**config.mk**
```make
export PLATFORM = sky130hd
export DESIGN_NAME = switch_allocator_flat
export DESIGN_NICKNAME = d
export VERILOG_FILES = /design/src/rtl/switch_allocator_if.sv /design/src/rtl/switch_allocator.sv /design/src/flat_wrapper.sv
export SDC_FILE = /design/constraint.sdc
export NUM_CORES = 1
export LEC_CHECK = 0
export CORE_MARGIN = 3
export CORE_UTILIZATION = 45
export DETAILED_ROUTE_END_ITERATION = 16
export PLACE_DENSITY = 0.66
export SETUP_SLACK_MARGIN = 0.2
export SKIP_CTS_REPAIR_TIMING = 1
export SLEW_MARGIN = 10
export SYNTH_ARGS = -nofsm -noshare
export SYNTH_HDL_FRONTEND = slang
export SYNTH_SLANG_ARGS = --single-unit
```
**constraint.sdc**
```tcl
create_clock -name clk -period 6 [get_ports clk]
set_input_delay 0.6 -clock clk [delete_from_list [all_inputs] [get_ports clk]]
set_output_delay 0.6 -clock clk [all_outputs]
set_load 0.005 [all_outputs]
```
**src/rtl/switch_allocator_if.sv**
```systemverilog
// Request/grant bundle between router input stages and the switch allocator.
// o_grant_cnt exists only when SA_PERF_CNT_EN is defined.
interface switch_allocator_if #(
  parameter int NUM_PORTS = 5,
  parameter int CNT_W     = 16
);
  logic [NUM_PORTS-1:0][NUM_PORTS-1:0] i_req;
  logic [NUM_PORTS-1:0]                i_head;
  logic [NUM_PORTS-1:0]                i_tail;
  logic [NUM_PORTS-1:0]                i_on_off;
  logic [NUM_PORTS-1:0][NUM_PORTS-1:0] o_grant;
  logic [NUM_PORTS-1:0]                o_valid;
  logic [NUM_PORTS-1:0]                o_busy;

  // Counter width only shapes hardware when the counters are built in.
  if (CNT_W < 1) begin : g_cnt_w_unused
  end

`ifdef SA_PERF_CNT_EN
  logic [NUM_PORTS-1:0][CNT_W-1:0]     o_grant_cnt;

  modport master (
    output i_req, i_head, i_tail, i_on_off,
    input  o_grant, o_valid, o_busy, o_grant_cnt
  );
  modport slave (
    input  i_req, i_head, i_tail, i_on_off,
    output o_grant, o_valid, o_busy, o_grant_cnt
  );
`else
  modport master (
    output i_req, i_head, i_tail, i_on_off,
    input  o_grant, o_valid, o_busy
  );
  modport slave (
    input  i_req, i_head, i_tail, i_on_off,
    output o_grant, o_valid, o_busy
  );
`endif
endinterface

```
**src/rtl/switch_allocator.sv**
```systemverilog
// Wormhole switch allocator: per-output round-robin arbitration with packet locking.
// Define SA_PERF_CNT_EN to add saturating per-output grant counters.
module switch_allocator #(
  parameter int NUM_PORTS = 5,
  parameter int CNT_W     = 16
) (
  input  logic              clk,
  input  logic              reset_n,
  switch_allocator_if.slave sa
);
  localparam int PTR_W = (NUM_PORTS > 1) ? $clog2(NUM_PORTS) : 1;

  typedef enum logic {IDLE = 1'b0, LOCKED = 1'b1} state_e;
  typedef logic [NUM_PORTS-1:0] vec_t;

  state_e           state_q [NUM_PORTS];
  state_e           state_d [NUM_PORTS];
  logic [PTR_W-1:0] owner_q [NUM_PORTS];
  logic [PTR_W-1:0] owner_d [NUM_PORTS];
  logic [PTR_W-1:0] rr_q    [NUM_PORTS];
  logic [PTR_W-1:0] rr_d    [NUM_PORTS];
  vec_t             req_eff [NUM_PORTS];
  vec_t             grant   [NUM_PORTS];

  if (CNT_W < 1) begin : g_cnt_w_unused
  end

  function automatic vec_t lowest_req(vec_t v);
    return v & (~v + vec_t'(1));
  endfunction

  // An input only competes for its lowest-numbered requested output, so it can
  // never be granted by two outputs in the same cycle.
  always_comb begin
    for (int i = 0; i < NUM_PORTS; i++) begin
      req_eff[i] = lowest_req(sa.i_req[i]);
    end
  end

  always_comb begin
    logic             found;
    logic [PTR_W-1:0] win;
    logic [PTR_W-1:0] idx;
    found = 1'b0;
    win   = '0;
    idx   = '0;
    for (int o = 0; o < NUM_PORTS; o++) begin
      state_d[o] = state_q[o];
      owner_d[o] = owner_q[o];
      rr_d[o]    = rr_q[o];
      grant[o]   = '0;
      found      = 1'b0;
      win        = '0;
      if (sa.i_on_off[o]) begin
        if (state_q[o] == IDLE) begin
          for (int k = 1; k <= NUM_PORTS; k++) begin
            idx = PTR_W'((int'(rr_q[o]) + k) % NUM_PORTS);
            if (!found && req_eff[idx][o] && sa.i_head[idx]) begin
              found = 1'b1;
              win   = idx;
            end
          end
          if (found) begin
            grant[o][win] = 1'b1;
            if (sa.i_tail[win]) begin
              rr_d[o] = win;
            end else begin
              state_d[o] = LOCKED;
              owner_d[o] = win;
            end
          end
        end else if (req_eff[owner_q[o]][o]) begin
          grant[o][owner_q[o]] = 1'b1;
          if (sa.i_tail[owner_q[o]]) begin
            state_d[o] = IDLE;
            rr_d[o]    = owner_q[o];
          end
        end
      end
    end
  end

  always_ff @(posedge clk) begin
    for (int o = 0; o < NUM_PORTS; o++) begin
      if (reset_n) begin
        state_q[o] <= IDLE;
        owner_q[o] <= '0;
        rr_q[o]    <= PTR_W'(NUM_PORTS - 1);
      end else begin
        state_q[o] <= state_d[o];
        owner_q[o] <= owner_d[o];
        rr_q[o]    <= rr_d[o];
      end
    end
  end

  // Reset is active-high despite its name; outputs are held quiet while it is asserted.
  always_comb begin
    for (int o = 0; o < NUM_PORTS; o++) begin
      sa.o_grant[o] = reset_n ? '0 : grant[o];
      sa.o_valid[o] = !reset_n && (|grant[o]);
      sa.o_busy[o]  = !reset_n && (state_q[o] == LOCKED);
    end
  end

`ifdef SA_PERF_CNT_EN
  logic [CNT_W-1:0] cnt_q [NUM_PORTS];
  logic [CNT_W-1:0] cnt_d [NUM_PORTS];

  function automatic logic [CNT_W-1:0] sat_inc(logic [CNT_W-1:0] v);
    return (v == '1) ? v : v + 1'b1;
  endfunction

  always_comb begin
    for (int o = 0; o < NUM_PORTS; o++) begin
      cnt_d[o]          = (|grant[o]) ? sat_inc(cnt_q[o]) : cnt_q[o];
      sa.o_grant_cnt[o] = cnt_q[o];
    end
  end

  always_ff @(posedge clk) begin
    for (int o = 0; o < NUM_PORTS; o++) begin
      if (reset_n) cnt_q[o] <= '0;
      else         cnt_q[o] <= cnt_d[o];
    end
  end
`endif

endmodule

```
**src/flat_wrapper.sv**
```systemverilog
// flat-port wrapper written by rule: the top's interface ports become plain ports
module switch_allocator_flat 
#(
  parameter int NUM_PORTS = 5,
  parameter int CNT_W     = 16
)
  (clk, reset_n, sa_i_req, sa_i_head, sa_i_tail, sa_i_on_off, sa_o_grant, sa_o_valid, sa_o_busy);
  switch_allocator_if #(.NUM_PORTS(NUM_PORTS), .CNT_W(CNT_W)) sa_i ();
  input  logic clk;
  input  logic reset_n;
  input wire logic [$bits(sa_i.i_req)-1:0] sa_i_req;
  input wire logic [$bits(sa_i.i_head)-1:0] sa_i_head;
  input wire logic [$bits(sa_i.i_tail)-1:0] sa_i_tail;
  input wire logic [$bits(sa_i.i_on_off)-1:0] sa_i_on_off;
  output wire logic [$bits(sa_i.o_grant)-1:0] sa_o_grant;
  output wire logic [$bits(sa_i.o_valid)-1:0] sa_o_valid;
  output wire logic [$bits(sa_i.o_busy)-1:0] sa_o_busy;
  assign sa_i.i_req = sa_i_req;
  assign sa_i.i_head = sa_i_head;
  assign sa_i.i_tail = sa_i_tail;
  assign sa_i.i_on_off = sa_i_on_off;
  assign sa_o_grant = sa_i.o_grant;
  assign sa_o_valid = sa_i.o_valid;
  assign sa_o_busy = sa_i.o_busy;
  switch_allocator #(.NUM_PORTS(NUM_PORTS), .CNT_W(CNT_W)) u_core (.clk(clk), .reset_n(reset_n), .sa(sa_i));
endmodule
```
==> results of run 1 <==
==> layer usage <==
layer  routed length [um]  GRT usage, %  vias to the layer above
li1                     -             -                     7313
met5                   20             0                        -
met4                 1760          10.2                        2
met2                21800          45.5                      652
met3                 3070          3.50                      104
met1                19700          36.4                     7226
==> sequential cells by signal (all words and copies together) (netlist names) <==
register and count:
u_core.owner_q 15, u_core.rr_q 15, u_core.state_q 5
==> worst min-delay path by stage <==
| stage | to | slack (ps) |
|---|---|---|
| finish | u_core.owner_q[2][0] | 600 |
| global route | u_core.owner_q[2][0] | 630 |
| CTS | u_core.owner_q[1][2] | 590 |
| detailed placement | u_core.owner_q[1][2] | 580 |
| global placement | u_core.owner_q[1][2] | 570 |
| floorplan | u_core.state_q[1] | 520 |
==> cell usage after synthesis, types with 35 or more instances <==
cell      number  share of area (%)
a21oi_1      109                4.2
clkbuf_1      72                2.1
dfxtp_1       35                5.3
ha_1         133                 13
inv_1        107                3.1
mux2i_1       65                5.0
nand2_1      149                4.3
nand2b_1      45                2.1
nand3_1       70                2.7
nor2_1       170                4.9
nor3_1        50                1.9
o21ai_0      103                3.9
==> cells by family after synthesis <==
| logic type | after synthesis | synth area share (%) |
|---|---|---|
| AOI/OAI and AO/OA | 604 | 33.5 |
| xor gates and xnor gates | 41 | 3.25 |
| adders and majority gates | 136 | 13.2 |
| buffers and inverters | 225 | 6.78 |
| DFF | 35 | 5.34 |
| muxes | 98 | 8.94 |
| and+or+nand+nor | 723 | 29.0 |
==> worst reg2reg max path, delay by kind of cell (launching register included) <==
kind	cells	cell delay [ps]
AOI/OAI and AO/OA	8	1990
and+or+nand+nor	6	1370
adders and majority gates	3	670
buffers and inverters	4	560
DFF	1	350
xor gates and xnor gates	1	170
muxes	1	160
==> final cells by class <==
cell class / count / area [um^2] / area share [%]
clock inverter: 1 / 5.00 / 0.0305
clock buffer: 7 / 133 / 0.807
sequential: 35 / 728 / 4.43
tap: 378 / 473 / 2.88
multi-input combinational: 1602 / 12500 / 76.2
timing repair buffer: 248 / 2100 / 12.8
inverter: 121 / 467 / 2.84
==> through the flow <==
stage                     std cells  area [um^2]  power (mW)  utilization, %  setup TNS [ps]
after floorplan                1862        13200        6.27               -               0
final                          2392        16400        10.2            58.2               0
after CTS                      2347        15000        8.70            53.2           -2380
after global placement         2339        14900        8.28            52.7               0
after global routing           2392        16400        11.0            58.2           -76.5
after detailed placement       2339        14900        8.37            52.7           -15.1
==> report_power, final <==
group / internal, mW / switching [mW] / total [mW]
sequential: 0.298 / 0.120 / 0.418
combinational: 4.31 / 5.18 / 9.49
clock: 0.155 / 0.130 / 0.285
total: 4.76 / 5.43 / 10.2
==> flow_summary.toml, run 1 <==
[critical_path]
worstSetupPathType = "reg -> out"
crit_family = "compound AO/OA/AOI/OAI gates"
cpPeakStageDelay_ps = 530
crit_cells = 24
r2r-end = "u_core.rr_q[4][1]"
path_cells = "inv_1, ha_4, xnor2_4, inv_2, ha_1, or3b_2, o22ai_2, nor2_2, inv_2, ha_1, nand2b_1, nand3_2, o221ai_4, buf_6, nor4_1, a311oi_1, a31o_2, nand2_2, a211oi_1, a22o_2, buf_4, a21oi_1, nor3_1, clkdlybuf4s50_1"
ff2ff_setup_slack_ps = 570
path_buf_inv = 6
required_ps = 5400
worstPathArrival_ps = 5130
critPathLaunch = "u_core.rr_q[4][0]"
crit_fanout = 6
r2r_cells = 23
cp-start-kind = "flop"
critPathCaptureType = "output port"
critPathSlowestCell = "clkdlybuf4s50_1"
endpoint = "sa_o_grant[23]"
r2r-start = "u_core.rr_q[4][0]"

[power_and_ir_drop]
leakagePower_nw = 6.70
powerDensity_nw_per_um2 = 620
ir_drop_mv = 0.336

[layout]
syn_to_final_growth_pct = 25.3
mostFrequentLayoutCells = "buf_4, nor2_1, nand2_1, ha_1, inv_1"
layout.nets = 2191
final_common_cell = "buf_4"
drive_gt1_share_pct = 23.1
antenna_cells_inserted = 0
n_fill_cell = 2613

[clocking]
clk_path_buf_depth = 2
numClockSinks = 35
cts-root-buf = "clkbuf_16"
cts_tree = "done"
clkTransAtPathRegs_ps = 70
htree_levels = 2
cts_buffers = 5
clk_latency_ps = 300

[floorplan]
core_um2 = 28200
rows = 61
dieArea_um2 = 31200
die_w_um = 177
start_util_pct = 46.4
die_h_um = 177
ios = 77

[grt]
antenna_found_initial = 1
grt_overflow = 0
gr-usage-all-layers_pct = 27.4
grt_pass1_wl_mm = 71.2
grt_start_max_net_pins = 45
grt_pass1_vias = 13900

[sta]
rsz0062_at_grt = "yes"
fmax_mhz = 175
slew_headroom_pct = 34.1
fin_crit_sh_pct = 95.5
holdWs_ps = 600
fin_ws_ps = 271
finalSetupViolCount = 0
hold_violations = 0
final.setup_skew_ps = 6.99
fin_crit_ps = 5730
worst_pin_slew_ps = 988
maxSlewViolCount = 0

[routing]
drcViolationCount = 0
viasPerCell = 6.40
first_pass_iters = 6
ant_nets = 0
routed_wl_mm = 46.3
vias = 15300
post_drt_wl_per_cell_um = 19.4
drt_iter0_markers = 1400

[logic_synthesis]
synth_cells = 1862
yosysWarningCount = 0
synth.distinct_cells = 114
synth_fp_nets = 2040
synth_top_flop_cell = "dfxtp_1"
synth_seq_cells = 35
synth_edf_count = 0
yosysSeqAreaShare_pct = 5.34
synthesis.area_um2 = 13100
syn_area_per_cell_um2 = 7.04
async_flop_share_pct = 0

[min_path]
hold_path.class = "reg -> reg"
hp-start = "u_core.owner_q[2][0]"
hold_depth = 2

[place]
port-buffer-count = 76
gp_congestion = 1.01
place_ws_ps = -15.1
dp_hpwl_mm = 35.5

[run_status]
outcome = "finished, final reports clean"

[flow_run]
drv_cap = 0
Power figures use the tool's default switching activity.
==> inputs of run 2 (changes only) <==
--- a/config.mk
+++ b/config.mk
@@ -5,7 +5,7 @@
 export SDC_FILE = /design/constraint.sdc
 export NUM_CORES = 1
 export LEC_CHECK = 0
-export CORE_MARGIN = 3
+export CORE_MARGIN = 1
 export CORE_UTILIZATION = 45
 export DETAILED_ROUTE_END_ITERATION = 16
 export PLACE_DENSITY = 0.66
==> run 2 against run 1 <==
Against the previous run: design area rose by 0.17%; total power rose by 0.55%; setup slack got worse by 87 ps; critical path type unchanged; critical endpoint is now sa_o_grant[11]; highest routed layer unchanged.
==> flow_summary.toml, run 2 (synthesized netlist as in run 1, its figures left out) <==
[run_status]
outcome = "finished, final reports clean"

[sta]
maxSlewViolCount = 0
fin_crit_sh_pct = 96.9
fmax_mhz = 172
finalSetupTns_ps = 0
worst_pin_slew_ps = 958
fin_crit_ps = 5820
rsz0062_at_grt = "yes"
final.setup_skew_ps = 10.4
slew_headroom_pct = 36.1
hold_violations = 0
finalSetupViolCount = 0

[layout]
final_common_cell = "buf_4"
largestRegisters = "u_core.owner_q: 15 flops, u_core.rr_q: 15 flops, u_core.state_q: 5 flops"
syn_to_final_growth_pct = 25.5
multi_input_area_um2 = 12500
n_fill_cell = 2676
final_util_pct = 57.3
layout.nets = 2188
drive_gt1_share_pct = 23.3
seqCellArea_um2 = 721
mostFrequentLayoutCells = "buf_4, nor2_1, nand2_1, ha_1, inv_1"
antenna_cells_inserted = 0
fin_area_um2 = 16500

[critical_path]
crit_family = "simple AND/OR/NAND/NOR gates"
critPathCaptureType = "output port"
worstSetupPathType = "reg -> out"
required_ps = 5400
path_buf_inv = 3
critPathSlowestCell = "clkdlybuf4s50_1"
cpPeakStageDelay_ps = 560
path_cells = "inv_2, ha_1, o31ai_2, xnor2_1, ha_1, fa_2, or3b_2, o311ai_1, and3_1, nor4_2, o31a_1, and2_1, nor3b_4, buf_4, a32o_2, nor2_2, o2bb2ai_1, nand2_1, nor2_1, clkdlybuf4s50_1"
crit_fanout = 7
worstPathArrival_ps = 5220
cp-start-kind = "flop"
path_common_cell = "ha_1"

[routing]
drcViolationCount = 0
drt_iter0_markers = 1077
routed_wl_mm = 46.1
ant_nets = 0
post_drt_wl_per_cell_um = 19.2
viasPerCell = 6.45
vias = 15400
first_pass_iters = 6

[grt]
grt_start_max_net_pins = 46
grt_overflow = 0
gr-usage-all-layers_pct = 28.1
grt_pass1_wl_mm = 69.9
antenna_found_initial = 1
grt_pass1_vias = 13800

[floorplan]
rows = 62
die_w_um = 173
ios = 77
die_h_um = 173
dieArea_um2 = 29800
start_util_pct = 45.7
core_um2 = 28700

[place]
gp_congestion = 0.990
port-buffer-count = 76
dp_hpwl_mm = 34.8
dpl_cell_area_um2 = 14800

[clocking]
numClockSinks = 35
cts_tree = "done"
htree_levels = 2
cts-root-buf = "clkbuf_16"
cts_buffers = 5
clkTransAtPathRegs_ps = 70
clk_latency_ps = 310
clk_path_buf_depth = 2

[power_and_ir_drop]
leakagePower_nw = 6.77
powerDensity_nw_per_um2 = 623
ir_drop_mv = 0.383

[flow_run]
drv_cap = 0

[min_path]
hold_path.class = "reg -> reg"
## run 2: cell count changes in the layout (fill, tap and decap cells not counted), sizes merged
cell | previous run | this run
clkdlybuf4s50 | 60 | 58
bufinv | 0 | 1
inv | 120 | 119
dlymetal6s2s | 14 | 16
clkinv | 2 | 3
buf | 174 | 170
## run 2: cell type report
class,count,share of cell area [%]
clock buffer,6,0.844
timing repair buffer,245,12.6
clock inverter,2,0.213
tap,384,2.92
inverter,121,2.81
multi-input combinational,1602,76.2
sequential,35,4.38
## run 2: tightest hold or removal path, stage by stage, from the launching register on
cell	delay, ps
dfxtp_1	380
nand2b_1	100
mux2i_1	60
## run 2: power by group
group | total [mW] | internal [mW] | switching [mW]
logic | 9.50 | 4.29 | 5.21
registers | 0.413 | 0.296 | 0.116
clock network | 0.339 | 0.208 | 0.132
total | 10.2 | 4.79 | 5.46
## run 2: worst paths after layout
check,from,endpoint,slack [ps],cells past startpoint
max,u_core.rr_q[2][1],sa_o_grant[11],180,20
min,u_core.owner_q[1][2],u_core.owner_q[1][2],590,2
max reg2reg,u_core.rr_q[4][1],u_core.rr_q[4][1],650,23
min reg2reg,u_core.owner_q[1][2],u_core.owner_q[1][2],590,2
## run 2: per-stage QoR
stage | power, mW | std cells | hold WS, ps | setup WS, ps
4_1_cts | 8.69 | 2342 | 589 | -268
6_report | 10.2 | 2395 | 592 | 184
3_3_place_gp | 8.19 | 2334 | 573 | 176
2_1_floorplan | 6.27 | 1862 | 521 | 180
3_5_place_dp | 8.30 | 2334 | 571 | 67.2
5_1_grt | 11.0 | 2395 | 637 | 38.1
## run 2: routing by layer
metal | part of all wire [%] | vias up | track usage [%]
met5 | 0.037 | - | 0
met4 | 4.1 | 2 | 11.7
met3 | 6.3 | 135 | 3.47
met2 | 48 | 679 | 48.3
met1 | 41 | 7317 | 35.3
li1 | - | 7303 | -
